--- config.mk ---
export PLATFORM = sky130hd
export DESIGN_NAME = lcd_ctrl
export DESIGN_NICKNAME = d
export VERILOG_FILES = /design/src/rtl/lcd_ctrl.sv
export SDC_FILE = /design/constraint.sdc
export NUM_CORES = 1
export LEC_CHECK = 0
export BUFFER_PORTS_ARGS = -buffer_cell sky130_fd_sc_hd__buf_2
export CORE_MARGIN = 1
export CORE_UTILIZATION = 48
export CTS_CLUSTER_DIAMETER = 40
export CTS_CLUSTER_SIZE = 40
export DETAILED_ROUTE_END_ITERATION = 8
export PLACE_DENSITY = 0.86
export SYNTH_ARGS = -nofsm -noshare
export SYNTH_HDL_FRONTEND = slang
export SYNTH_SLANG_ARGS = --single-unit
--- constraint.sdc ---
create_clock -name i_clk -period 2.45 [get_ports i_clk]
set_clock_uncertainty 0.1 [all_clocks]
set_input_delay 0.49 -clock i_clk [delete_from_list [all_inputs] [get_ports i_clk]]
set_output_delay 0.49 -clock i_clk [all_outputs]
set_load 0.02 [all_outputs]
--- src/rtl/lcd_ctrl.sv ---
// lcd_ctrl: write-only HD44780 bus sequencer behind the LSU store window.
// Runs the power-up init sequence, then paces software writes via busy.
module lcd_ctrl #(
    parameter int unsigned POWERUP_CYC = 750000,
    parameter int unsigned SETUP_CYC   = 4,
    parameter int unsigned EN_CYC      = 24,
    parameter int unsigned HOLD_CYC    = 4,
    parameter int unsigned EXEC_CYC    = 2500,
    parameter int unsigned CLEAR_CYC   = 82500
) (
    input  logic        i_clk,
    input  logic        i_reset,
    input  logic        i_wr_valid,
    input  logic [31:0] i_wr_data,
    output logic [31:0] o_status,
    output logic [7:0]  o_lcd_data,
    output logic        o_lcd_rs,
    output logic        o_lcd_rw,
    output logic        o_lcd_en,
    output logic        o_lcd_on,
    output logic        o_overrun
);

    function automatic int unsigned max2(
        input int unsigned a,
        input int unsigned b
    );
        return (a > b) ? a : b;
    endfunction

    localparam int unsigned MAX_A   = max2(POWERUP_CYC, SETUP_CYC);
    localparam int unsigned MAX_B   = max2(EN_CYC, HOLD_CYC);
    localparam int unsigned MAX_C   = max2(EXEC_CYC, CLEAR_CYC);
    localparam int unsigned MAX_CYC = max2(max2(MAX_A, MAX_B), MAX_C);
    localparam int unsigned CNT_W   =
        (MAX_CYC > 1) ? $clog2(MAX_CYC) : 1;

    typedef logic [CNT_W-1:0] cnt_t;

    localparam cnt_t PWR_LAST = cnt_t'(POWERUP_CYC - 1);
    localparam cnt_t SETUP_LD = cnt_t'(SETUP_CYC - 1);
    localparam cnt_t EN_LD    = cnt_t'(EN_CYC - 1);
    localparam cnt_t HOLD_LD  = cnt_t'(HOLD_CYC - 1);
    localparam cnt_t EXEC_LD  = cnt_t'(EXEC_CYC - 1);
    localparam cnt_t CLEAR_LD = cnt_t'(CLEAR_CYC - 1);

    typedef enum logic [2:0] {
        S_INIT_WAIT,
        S_IDLE,
        S_SETUP,
        S_EN_HI,
        S_HOLD,
        S_EXEC
    } state_t;

    function automatic logic [7:0] init_cmd(input logic [1:0] idx);
        logic [7:0] c;
        unique case (idx)
            2'd0:    c = 8'h38;
            2'd1:    c = 8'h0C;
            2'd2:    c = 8'h01;
            default: c = 8'h06;
        endcase
        return c;
    endfunction

    state_t     state, state_d;
    cnt_t       cnt, cnt_d;
    logic [8:0] cmd, cmd_d;
    logic [1:0] init_idx, init_idx_d;
    logic       init_done, init_done_d;
    logic       lcd_on, lcd_on_d;
    logic       sticky, sticky_d;
    logic       overrun, overrun_d;

    logic       busy;
    logic       cnt_zero;
    logic       is_clear;
    logic       wr_drop;
    logic       unused_wr_bits;

    assign busy     = (state != S_IDLE);
    assign cnt_zero = (cnt == '0);
    assign wr_drop  = i_wr_valid && busy;

    // Clear and home need the long execution wait; data never does.
    assign is_clear = !cmd[8] &&
                      ((cmd[7:0] == 8'h01) ||
                       (cmd[7:0] == 8'h02) ||
                       (cmd[7:0] == 8'h03));

    assign unused_wr_bits = ^i_wr_data[30:9];

    always_comb begin
        state_d     = state;
        cnt_d       = cnt;
        cmd_d       = cmd;
        init_idx_d  = init_idx;
        init_done_d = init_done;
        lcd_on_d    = lcd_on;
        sticky_d    = sticky;
        overrun_d   = 1'b0;

        unique case (state)
            S_INIT_WAIT: begin
                if (cnt == PWR_LAST) begin
                    state_d    = S_SETUP;
                    cnt_d      = SETUP_LD;
                    init_idx_d = 2'd0;
                    cmd_d      = {1'b0, init_cmd(2'd0)};
                end else begin
                    cnt_d = cnt + cnt_t'(1);
                end
            end
            S_IDLE: begin
                if (i_wr_valid) begin
                    state_d  = S_SETUP;
                    cnt_d    = SETUP_LD;
                    cmd_d    = i_wr_data[8:0];
                    lcd_on_d = i_wr_data[31];
                    sticky_d = 1'b0;
                end
            end
            S_SETUP: begin
                if (cnt_zero) begin
                    state_d = S_EN_HI;
                    cnt_d   = EN_LD;
                end else begin
                    cnt_d = cnt - cnt_t'(1);
                end
            end
            S_EN_HI: begin
                if (cnt_zero) begin
                    state_d = S_HOLD;
                    cnt_d   = HOLD_LD;
                end else begin
                    cnt_d = cnt - cnt_t'(1);
                end
            end
            S_HOLD: begin
                if (cnt_zero) begin
                    state_d = S_EXEC;
                    cnt_d   = is_clear ? CLEAR_LD : EXEC_LD;
                end else begin
                    cnt_d = cnt - cnt_t'(1);
                end
            end
            S_EXEC: begin
                if (!cnt_zero) begin
                    cnt_d = cnt - cnt_t'(1);
                end else if (!init_done && init_idx != 2'd3) begin
                    state_d    = S_SETUP;
                    cnt_d      = SETUP_LD;
                    init_idx_d = init_idx + 2'd1;
                    cmd_d      = {1'b0, init_cmd(init_idx + 2'd1)};
                end else begin
                    state_d     = S_IDLE;
                    init_done_d = 1'b1;
                end
            end
            default: begin
                state_d = S_INIT_WAIT;
                cnt_d   = '0;
            end
        endcase

        if (wr_drop) begin
            overrun_d = 1'b1;
            sticky_d  = 1'b1;
        end
    end

    always_ff @(posedge i_clk or negedge i_reset) begin
        if (!i_reset) begin
            state     <= S_INIT_WAIT;
            cnt       <= '0;
            cmd       <= '0;
            init_idx  <= 2'd0;
            init_done <= 1'b0;
            lcd_on    <= 1'b0;
            sticky    <= 1'b0;
            overrun   <= 1'b0;
        end else begin
            state     <= state_d;
            cnt       <= cnt_d;
            cmd       <= cmd_d;
            init_idx  <= init_idx_d;
            init_done <= init_done_d;
            lcd_on    <= lcd_on_d;
            sticky    <= sticky_d;
            overrun   <= overrun_d;
        end
    end

    assign o_status   = {29'd0, init_done, sticky, busy};
    assign o_lcd_data = cmd[7:0];
    assign o_lcd_rs   = cmd[8];
    assign o_lcd_rw   = 1'b0;
    assign o_lcd_en   = (state == S_EN_HI);
    assign o_lcd_on   = lcd_on;
    assign o_overrun  = overrun;

endmodule

==> results.yml, run 1 <==
setup_path:
  critPathMaxFanout: 10
  crit_slowest_cell: "dfrtp_1"
  crit_arrival_ns: 2.44
  path_cells: "buf_4 -> nand4_1 -> or3_1 -> nor3_1 -> a31oi_1 -> nor3_1 -> a21oi_1"
  worst_path_most_repeated_cell: "nor3_1"
  cp.required_ns: 2.54
  crit_type: "flip-flop to flip-flop"
  r2r_cells: 7
  startpoint_type: "flip-flop"
  cp_num_cells: 7
  path_delay_family: "simple AND/OR/NAND/NOR gates"
  slowest_delay_ns: 0.47
  critPathBufInv: 1
  endpoint_kind: "flip-flop"
  ff2ff_setup_slack_ns: 0.1
place:
  port-buffer-count: 27
  place_area_um2: 3210
  gp_congestion: 0.924
  place_hpwl_um: 5670
routing:
  drc: 0
  drtIter0Drc: 321
  wl_um: 7910
  antenna_left: 0
  viasPerCell: 6.15
  num_vias: 2957
  dr.pass1.iters: 5
  wl_per_cell_um: 16.4
synthesis:
  syn_area_um2: 2990
  yosys_register_bits: 38
  ys_warn_count: 0
  async_flop_share_pct: 100
  yosysTopAreaCellShare_pct: 31.8
  synth_edf_count: 0
  synth_cells: 365
  synth_area_leader_cell: "dfrtp_1"
  synthTopCellsByArea: "dfrtp_1, buf_4, nor2_1, o21ai_0, a21oi_1"
  synth.avg_cell_area_um2: 8.19
  synth.distinct_cells: 60
  ys.flop_type: "dfrtp_1"
  ys_seq_area_share_pct: 31.8
timing:
  setup_viol: 0
  max_freq_mhz: 425
  fin_crit_sh_pct: 96.0
  drv_slew: 0
  period_needed_ns: 2.35
  relSlewSlack_pct: 41.1
  rsz0062_at_grt: "true"
  fin_hold_ws_ns: 0.199
  worst_pin_slew_ns: 0.884
  hold_violations: 0
  tns_ns: 0
cells_and_area:
  antenna_cells: 0
  final_util_pct: 56.3
  drive_above_1_share_pct: 20.9
  final_area_um2: 3350
  layout_common_cells: "dfrtp_1, nor2_1, buf_4, conb_1"
  area_delta_synth_final_pct: 12.2
  nFillCells: 527
  mostFrequentLayoutCell: "dfrtp_1"
  fin_nets: 446
clock_tree:
  cts_tree: "built"
  cts.sinks: 38
  clock_latency_ns: 0.30
  root_buffer: "clkbuf_8"
  htreeDepth: 2
  cts_buffers: 5
  post_cts_buffers: 0
  cts_resized: 0
  path_clk_slew_ns: 0.09
  cts_buffer_depth: 2
  cts_hold_buf: 0
floorplanning:
  die_w_um: 80.9
  coreArea_um2: 5960
  die_y_um: 80.9
  initial_core_util_pct: 50.2
  rows: 28
  die_area_um2: 6550
  io_pins: 80
pwr:
  p_total_mw: 1.26
  vdd_drop_max_mv: 0.245
  powerDensity_nw_per_um2: 374
  leakage_nw: 1.43
job:
  max-cap-violations: 0
grt:
  grt_max_degree: 39
  first_global_vias: 2692
  grt_pass1_wl_um: 13100
  grt_antenna_before_repair: 0
  grt_remaining_overflow: 0
  grt_usage_pct: 26.1
outcome:
  outcome: "finished, final reports clean"
worst_hold_path:
  min_path_type: "input port to async pin"
[state kept, by name, indices dropped and copies added (netlist names)]
| register | flops |
|---|---|
| cnt | 20 |
| state | 3 |
| init_done | 1 |
| init_idx | 2 |
| sticky | 1 |
| o_overrun | 1 |
| cmd | 9 |
| o_lcd_on | 1 |
[power breakdown]
group	leakage, nW	internal, mW	switching (mW)
Sequential	0.452	0.627	0.000129
Combinational	0.927	0.00801	0.0595
Clock	0.0504	0.303	0.257
[metal layers]
metal	global-route usage [%]	routed length [um]	vias to the layer above
met4	10.9	255	0
li1	-	-	1364
met5	0	0	-
met2	42.2	3850	163
met1	34.7	3240	1402
met3	3.93	569	28
[through the flow]
step,instances,worst slack [ns]
after CTS,481,0.0444
after detailed placement,473,0.0641
after global placement,473,0.153
after floorplan,394,0.0379
after global routing,481,-0.0278
final,481,0.0980
[cells in the mapped netlist, types with 2 or more instances]
library cell   n
dfrtp_1       38
nor2_1        36
buf_4         33
o21ai_0       27
a21oi_1       25
nand2_1       24
clkbuf_1      15
nor3_1        13
nand4_1       10
o22ai_1       10
inv_1          9
nand3_1        8
a221oi_1       7
a211oi_1       6
and3_1         6
ha_1           6
nor4_1         6
buf_2          5
a22o_1         4
and2_1         4
and4_1         4
o31ai_1        4
xor2_1         4
a211o_1        3
a31oi_1        3
buf_6          3
nand2b_1       3
o211ai_1       3
or2_2          3
or3_1          3
a22oi_1        2
a32oi_1        2
and2_0         2
nor2b_1        2
o21ai_1        2
o21bai_1       2
o311ai_0       2
o31a_1         2
or4_1          2
xnor2_1        2
[worst paths after layout]
check                             start      end
max                              cnt[6]  cnt[19]
min                             i_reset  cnt[19]
max reg2reg                      cnt[6]  cnt[19]
min reg2reg                      sticky   sticky
max in group asynchronous       i_reset  cnt[12]
min in group i_clk         i_wr_data[6]   cmd[6]
[layout make-up]
class,count,area [um2],share of cell area [%]
clock buffers,5,68.8,2.05
clock inverters,3,45.0,1.34
inverters,10,37.5,1.12
multi-input cells,289,1750,52.3
flip-flops and latches,38,952,28.4
well taps,75,93.8,2.80
repair buffers,61,403,12.0
[cell families (layout without fill, tap and decap cells)]
| group | after synthesis | in the layout | synth area share [%] |
|---|---|---|---|
| AOI/OAI and AO/OA | 111 | 111 | 25.0 |
| xor gates and xnor gates | 6 | 6 | 1.76 |
| adders and majority gates | 6 | 6 | 2.51 |
| buffers and inverters | 67 | 79 | 14.1 |
| DFF | 38 | 38 | 31.8 |
| muxes | 2 | 2 | 0.712 |
| other | 1 | 30 | 0.125 |
| and+or+nand+nor | 134 | 134 | 24.0 |
Note: power is estimated with default switching activity, not from simulation.
==> inputs of run 2 (changes only) <==
- BUFFER_PORTS_ARGS: -buffer_cell sky130_fd_sc_hd__buf_2 -> -buffer_cell sky130_fd_sc_hd__clkbuf_2
==> run 2 against run 1 <==
  * Non-clock buffer count up 7
  * First-iteration DRC count down 36%
  * Fmax up 1.6%
  * Cell count up 1.5%
  * Flip-flop and latch count unchanged
  * Design area up 1.3%
  * Register-to-register slack better by 0.04 ns
  * Routed wire length down 1.1%
  * Largest cell class unchanged
==> results.yml, run 2 (synthesis gave the netlist of run 1 again) <==
clock_tree:
  post_cts_buffers: 0
  cts.sinks: 38
  cts_resized: 0
  cts_buffers: 5
  htreeDepth: 2
  cts_buffer_depth: 2
  path_clk_slew_ns: 0.08
  cts_tree: "built"
  cts_hold_buf: 0
  clock_latency_ns: 0.30
  root_buffer: "clkbuf_8"
floorplanning:
  die_w_um: 80.9
  die_area_um2: 6550
  rows: 28
  io_pins: 80
  initial_core_util_pct: 50.2
  die_y_um: 80.9
  coreArea_um2: 5960
cells_and_area:
  antenna_cells: 0
  reg_top3: "cnt (20), cmd (9), state (3)"
  final_cells: 488
  drive_above_1_share_pct: 22.3
  regArea_um2: 952
  largest_register_ffs: 20
  area_delta_synth_final_pct: 13.7
  nFillCells: 535
  mostFrequentLayoutCell: "buf_4"
  top_register: "cnt"
  multi_input_area_um2: 1750
  final_area_um2: 3400
  fin_nets: 453
  layout_common_cells: "buf_4, dfrtp_1, nor2_1, conb_1"
setup_path:
  path_cells: "inv_1 -> ha_2 -> nor2b_4 -> nand4_4 -> buf_4 -> nor2_1 -> a21oi_1 -> buf_4 -> a221oi_1 -> mux2i_1"
  crit_type: "flip-flop to flip-flop"
  crit_arrival_ns: 2.39
  worst_path_most_repeated_cell: "buf_4"
  endpoint_kind: "flip-flop"
  slowest_delay_ns: 0.40
  critPathBufInv: 3
  path_delay_family: "buffers and inverters"
  r2r_cells: 10
  cp.required_ns: 2.52
  critPathMaxFanout: 10
  startpoint_type: "flip-flop"
  crit_slowest_cell: "dfrtp_1"
  cp_num_cells: 10
grt:
  first_global_vias: 2596
  grt_remaining_overflow: 0
  grt_antenna_before_repair: 0
  grt_pass1_wl_um: 12500
  grt_max_degree: 20
  grt_usage_pct: 24.8
pwr:
  vdd_drop_max_mv: 0.239
  seqPwrFrac_pct: 50.4
  combPwrFrac_pct: 5.6
  switchingPower_uw: 305
  leakage_nw: 1.46
  clockPowerShare_pct: 44.1
  swShare_pct: 24.5
  powerDensity_nw_per_um2: 367
  p_int_uw: 940
routing:
  viasPerCell: 6.03
  drtIter0Drc: 205
  drc: 0
  num_vias: 2944
  antenna_left: 0
  wl_per_cell_um: 16.0
  dr.pass1.iters: 5
  wl_um: 7820
place:
  port-buffer-count: 27
  place_hpwl_um: 5860
  place_area_um2: 3250
  gp_congestion: 0.957
  dp.cells: 480
timing:
  worst_pin_slew_ns: 0.491
  setup_viol: 0
  fin_hold_ws_ns: 0.0482
  drv_slew: 0
  fin_crit_sh_pct: 94.5
  relSlewSlack_pct: 66.9
  max_freq_mhz: 432
  period_needed_ns: 2.31
  hold_violations: 0
worst_hold_path:
  min_path_type: "input port to async pin"
job:
  max-cap-violations: 0
outcome:
  outcome: "finished, final reports clean"
==> run 2: changes by cell type in the layout (fill, tap and decap cells not counted), sizes merged <==
cell / previous run / this run
buf: 61 / 41
clkbuf: 5 / 32
==> run 2: through the flow <==
stage               util, %  TNS (ns)  setup slack (ns)  total power, mW
detailed placement     54.6         0            0.0431            0.710
CTS                    56.5         0            0.0292             1.26
global placement       54.6         0            0.0984            0.709
global route           57.1  -0.00328          -0.00328             1.29
finish                 57.1         0             0.135             1.25
floorplan                 -         0            0.0379            0.719
==> run 2: routing by layer <==
| metal | GRT usage, % | up-vias | share of wire [%] | routed length, um |
|---|---|---|---|---|
| met5 | 0 | - | 0 | 0 |
| met4 | 9.64 | 0 | 3.4 | 268 |
| met3 | 3.71 | 30 | 6.5 | 505 |
| met2 | 40.0 | 146 | 48 | 3730 |
| met1 | 33.3 | 1393 | 42 | 3320 |
| li1 | - | 1375 | - | - |
==> run 2: area by class of cell <==
| class | instances | share of cell area (%) |
|---|---|---|
| multi-input cells | 289 | 51.6 |
| inverters | 10 | 1.10 |
| well taps | 75 | 2.76 |
| repair buffers | 68 | 13.1 |
| clock buffers | 5 | 2.03 |
| clock inverters | 3 | 1.33 |
| flip-flops and latches | 38 | 28.0 |
==> run 2: worst paths after layout <==
path                            slack, ns  endpoint    startpoint
worst max-delay path                 0.14   cnt[15]        cnt[0]
worst min-delay path                 0.05   cnt[12]       i_reset
worst max register to register       0.14   cnt[15]        cnt[0]
worst min register to register       0.40    sticky        sticky
max in group asynchronous            1.99   cnt[15]       i_reset
min in group i_clk                   0.31    cmd[7]  i_wr_data[7]
==> run 2: power groups by stage <==
stage                     registers, mW  clock network, mW  logic, mW
after detailed placement          0.640                  0     0.0695
after floorplan                   0.641                  0     0.0775
after CTS                         0.627              0.560     0.0696
after global routing              0.628              0.584     0.0771
final                             0.627              0.549     0.0692
after global placement            0.640                  0     0.0692
